==> config.mk <==
export PLATFORM = sky130hd
export DESIGN_NAME = pc_redirect_ctrl
export DESIGN_NICKNAME = d
export VERILOG_FILES = /design/src/rtl/pc_redirect_ctrl.sv
export SDC_FILE = /design/constraint.sdc
export NUM_CORES = 1
export LEC_CHECK = 0
export BUFFER_PORTS_ARGS = -buffer_cell sky130_fd_sc_hd__buf_2
export CAP_MARGIN = 40
export CORE_AREA = 2 2 95 78
export DETAILED_ROUTE_END_ITERATION = 10
export DIE_AREA = 0 0 97 80
export PLACE_DENSITY = 0.82
export SYNTH_ARGS = -nofsm -noshare
export SYNTH_HDL_FRONTEND = slang
export SYNTH_SLANG_ARGS = --single-unit
==> constraint.sdc <==
create_clock -name clk -period 2.45 [get_ports clk]
set_input_delay 0.245 -clock clk [delete_from_list [all_inputs] [get_ports clk]]
set_output_delay 0.245 -clock clk [all_outputs]
set_load 0.1 [all_outputs]
==> src/rtl/pc_redirect_ctrl.sv <==
// Fetch-side PC owner: applies EX-stage redirects, drives the wrong-path flush
// window into IF/ID and ID/EX, and tracks redirect count and target misalignment.
module pc_redirect_ctrl #(
   parameter logic [31:0] RESET_PC     = 32'h0000_3000,
   parameter int          FLUSH_CYCLES = 2,
   parameter int          CNT_W        = 16
) (
   input  logic             clk,
   input  logic             rst_n,
   input  logic             stall,
   input  logic             pcsrc,
   input  logic [31:0]      target,
   output logic [31:0]      pc,
   output logic [31:0]      pc_plus4,
   output logic             if_valid,
   output logic             flush_ifid,
   output logic             flush_idex,
   output logic             busy,
   output logic [CNT_W-1:0] redirect_cnt,
   output logic             misalign
);

   typedef enum logic {RUN, FLUSH} state_t;

   // Remaining FLUSH-state cycles after the redirect cycle itself.
   localparam logic [2:0] FLUSH_LOAD = 3'(FLUSH_CYCLES - 1);

   state_t      state, state_next;
   logic [2:0]  fcnt, fcnt_next;
   logic [31:0] pc_next;
   logic        accept;
   logic        strobe;

   assign pc_plus4 = pc + 32'd4;

   always_comb begin
      state_next = state;
      fcnt_next  = fcnt;
      pc_next    = pc;
      accept     = 1'b0;
      case (state)
         RUN: begin
            if (pcsrc) begin
               // Redirect wins over stall; the target is only looked at here.
               accept     = 1'b1;
               pc_next    = {target[31:2], 2'b00};
               fcnt_next  = FLUSH_LOAD;
               state_next = (FLUSH_LOAD == 3'd0) ? RUN : FLUSH;
            end else if (!stall) begin
               pc_next = pc_plus4;
            end
         end
         FLUSH: begin
            // pcsrc here belongs to a killed instruction and is ignored.
            fcnt_next  = (fcnt == 3'd0) ? 3'd0 : fcnt - 3'd1;
            state_next = (fcnt <= 3'd1) ? RUN : FLUSH;
            if (!stall) pc_next = pc_plus4;
         end
         default: state_next = RUN;
      endcase
   end

   // Reset dominates the outputs combinationally so a window aborted by reset
   // shows no strobe even in the reset cycle.
   assign strobe     = rst_n && ((state == FLUSH) || pcsrc);
   assign flush_ifid = strobe;
   assign flush_idex = strobe;
   assign busy       = rst_n && (state == FLUSH);
   assign if_valid   = rst_n && !strobe;

   // NOTE: all state below uses non-blocking assignments with the synchronous
   // reset as the first branch, so every register samples pre-edge values.
   always_ff @(posedge clk) begin
      if (!rst_n) begin
         state        <= RUN;
         fcnt         <= 3'd0;
         pc           <= RESET_PC;
         redirect_cnt <= '0;
         misalign     <= 1'b0;
      end else begin
         state <= state_next;
         fcnt  <= fcnt_next;
         pc    <= pc_next;
         if (accept) begin
            if (redirect_cnt != '1) redirect_cnt <= redirect_cnt + 1'b1;
            if (target[1:0] != 2'b00) misalign <= 1'b1;
         end
      end
   end

endmodule

==> results.env <==
SYNTHTOLAYOUTAREAGROWTH_PCT=52.9
PORTBUFFERS=116
POWER-PER-CELL-AREA_nW_PER_UM2=555
CLOCK-SKEW-FINAL_PS=20.7
WORSTPATHMAXFANOUT=7
ANTENNA_VIOLATING_NETS_POST_ROUTE=0
FIN_CRIT_PS=2380
CTS_BUFFER_DEPTH=2
WORST_SLEW_MARGIN_REL=0.454
CLK_LATENCY_PS=320
REPORT.FINAL.SETUP_VIOL=0
CORE_UM2=6790
TOP_LEVEL_PORTS=121
YS_SEQ_AREA_FRAC=0.307
STATUS='complete, no violations'
FP-ROW-COUNT=27
WORST_SLEW_PIN_SLEW_PS=811
SYNTH_FLOP_CELL='dfxtp_1'
GLOBALPLACE.CONGESTION=0.878
INITIAL_CORE_UTILIZATION=0.490
YS_SEQ_ELEMENTS=51
WORST_IR_DROP_VDD_mV=0.535
WORST-ENDPOINT-ARRIVAL_PS=2140
INITIALDRTVIOLATIONCOUNT=201
SETUP.WORST_PATH.END_CLASS='output port'
CTS_MADE_BUFFERS=5
TIMING.HOLD.WS_PS=170
DIE_H_UM=80
SYNTH-EDFF-COUNT=0
PATH_CLASS='register to output port'
NUMBER_OF_H_TREE_BRANCHING_LEVELS=2
SETUP_TNS_PS=0
NUMBER_OF_STANDARD_CELLS_AFTER_SYNTHESIS=425
PLACED_AREA_UM2=4900
DIODES=0
CRIT_BUF_INV=2
FIN_CELLS=619
NUMBER_OF_GLOBAL_ROUTE_VIAS_BEFORE_REPAIR=3461
NETLIST-CELL-TYPE-COUNT=52
DIEAREA_UM2=7760
SHARE_OF_CELLS_ABOVE_DRIVE_STRENGTH_1=0.421
CRIT_FAMILY='simple AND/OR/NAND/NOR gates'
WL_PER_CELL_UM=17.1
MAXSLEWVIOLCOUNT=0
POST-DP-HPWL_UM=7540
GRT_START_MAX_NET_PINS=65
FINAL_DESIGN_AREA_NO_FILL_UM2=5080
PLACED_CELLS=603
SYNTH_AREA_UM2=3330
FIN_CRIT_SH=0.972
FINALWIRELENGTH_UM=10600
POWER.LEAKAGE_nW=1.97
GLOBAL_ROUTE_TOTAL_OVERFLOW=0
WORSTPATHREQUIRED_PS=2200
DRT_PASS1_ITERATIONS=6
MAX_CAP_VIOLATIONS=0
INITIAL_ANTENNA_VIOLATION_COUNT=0
CRIT_PATH_CELL_TRACE='nand4_2 > nor4_4 > buf_4 > nand4_1 > xnor2_4 > buf_12'
DR_TOTAL_VIAS=3820
P_TOTAL_mW=2.82
CPPEAKSTAGEDELAY_PS=420
WIRE_LENGTH_OF_THE_FIRST_GLOBAL_ROUTING_PASS_UM=16800
ROUTE.DETAILED.DRC=0
SYN_AVG_CELL_AREA_UM2=7.83
CTS_TREE='yes'
SYNTHARSTFLOPSHARE=0
CRIT_SLOWEST_CELL='dfxtp_4'
NET_COUNT_FINAL=571
FINALHOLDVIOLCOUNT=0
SYNTHESIS.YOSYS.WARNINGS=0
DRT-VIAS-PER-INSTANCE=6.17
GROUTE.USAGE.OVERALL=0.263
CLOCK_SINKS=51
DIE_X_UM=97
RSZ0062_AT_GRT='true'
CRITPATHLAUNCHTYPE='register'
CLK_PIN_SLEW_PS=100
CLOCK_ROOT_BUFFER_MASTER='clkbuf_8'
ACHIEVABLE-FREQUENCY_GHz=0.420
HOLDCRITPATHCLASS='input pin to register'
## per-stage QoR
stage | util | worst slack (ps)
3_5_place_dp | 0.721 | 296
3_3_place_gp | 0.721 | 346
2_1_floorplan | - | -150
4_1_cts | 0.741 | 5.24
6_report | 0.749 | 68.0
5_1_grt | 0.749 | -31.2
## routing by layer
metal  vias up  routed length (um)  GRT usage
li1       1792                   -          -
met1      1812                4380      0.349
met2       192                5200      0.444
met3        24                 769     0.0455
met4         0                 221     0.0746
met5         -                   0          0
## layout by cell type (no fill, tap or decap), types with 6 or more instances in the layout
cell type,n
buf_2,92
buf_4,15
xor2_4,6
buf_12,25
nand4_1,23
nor2_1,21
nand2_1,34
nor3_1,16
dfxtp_1,20
or3_1,11
a211oi_1,8
xnor2_4,16
nand3_1,20
a21oi_1,21
xnor2_1,8
inv_1,8
o31ai_1,8
a31oi_1,15
o21ai_0,32
or4_1,11
dfxtp_4,26
## synthesized netlist by cell type, drive strengths merged (2+ instances only)
cell	number	area, um2
nor2b	2	12.5
or2	2	12.5
xor2	12	105
nand2	34	128
nor4	9	62.6
o31ai	8	60.1
a31o	2	17.5
and3	3	18.8
nand4b	4	50.1
a211oi	8	60.1
nand4	24	156
a311oi	3	26.3
and4	6	53.8
or4	11	82.6
and2	2	12.5
ha	4	50.1
xnor2	27	236
nor3	19	95.1
a21o	2	15.0
dfxtp	51	1020
mux2i	3	30.0
nand3	22	110
buf	15	110
nor4b	2	17.5
nand2b	4	25.0
clkbuf	23	116
o21ai	32	160
or3	12	76.3
nor2	24	90.1
inv	8	30.0
a21oi	21	105
a31oi	15	93.8
## sequential cells by signal (all words and copies together), names as in the netlist
signal / flops
redirect_cnt: 16
fcnt: 3
state: 1
misalign: 1
pc: 30
## worst paths after layout
kind	cells past startpoint	slack, ps	end	start
max	6	70	pc_plus4[23]	pc[12]
min	3	170	pc[2]	target[2]
max reg2reg	4	250	pc[24]	pc[11]
min reg2reg	2	460	misalign	misalign
## cells by family (layout without fill, tap and decap cells)
group	after synthesis	count (layout)	share of synthesized area
DFF	51	51	0.307
adders and majority gates	4	4	0.0150
muxes	3	3	0.00903
and+or+nand+nor	184	184	0.312
xor gates and xnor gates	39	39	0.103
AOI/OAI and AO/OA	96	96	0.175
other	1	4	0.00113
buffers and inverters	47	151	0.0783
## worst min-delay path, stage by stage
cell	delay (ps)
buf_2	90
nand2_1	50
a21oi_1	50
## report_power, final
part | internal (mW) | leakage (nW) | switching [mW]
sequential | 0.885 | 0.436 | 0.139
combinational | 0.327 | 1.48 | 0.938
clock | 0.213 | 0.0502 | 0.320
## layout make-up
class,count,area [um2]
tap,87,109
clock buffer,5,68.8
sequential,51,1120
timing repair buffer,134,1100
fill,479,1710
clock inverter,3,28.8
multi-input combinational,330,2620
inverter,9,33.8
## timing repair
item / in CTS / in global routing
gates resized for setup: 4 / 3
setup buffers: 2 / 5
cloned: 0 / 1
hold buffers: 0 / 0
hold endpoints to repair: 0 / 0
endpoints found under the setup margin: 9 / 8
pin swaps: 2 / 8
No activity file was read; power rests on OpenSTA's default activity.
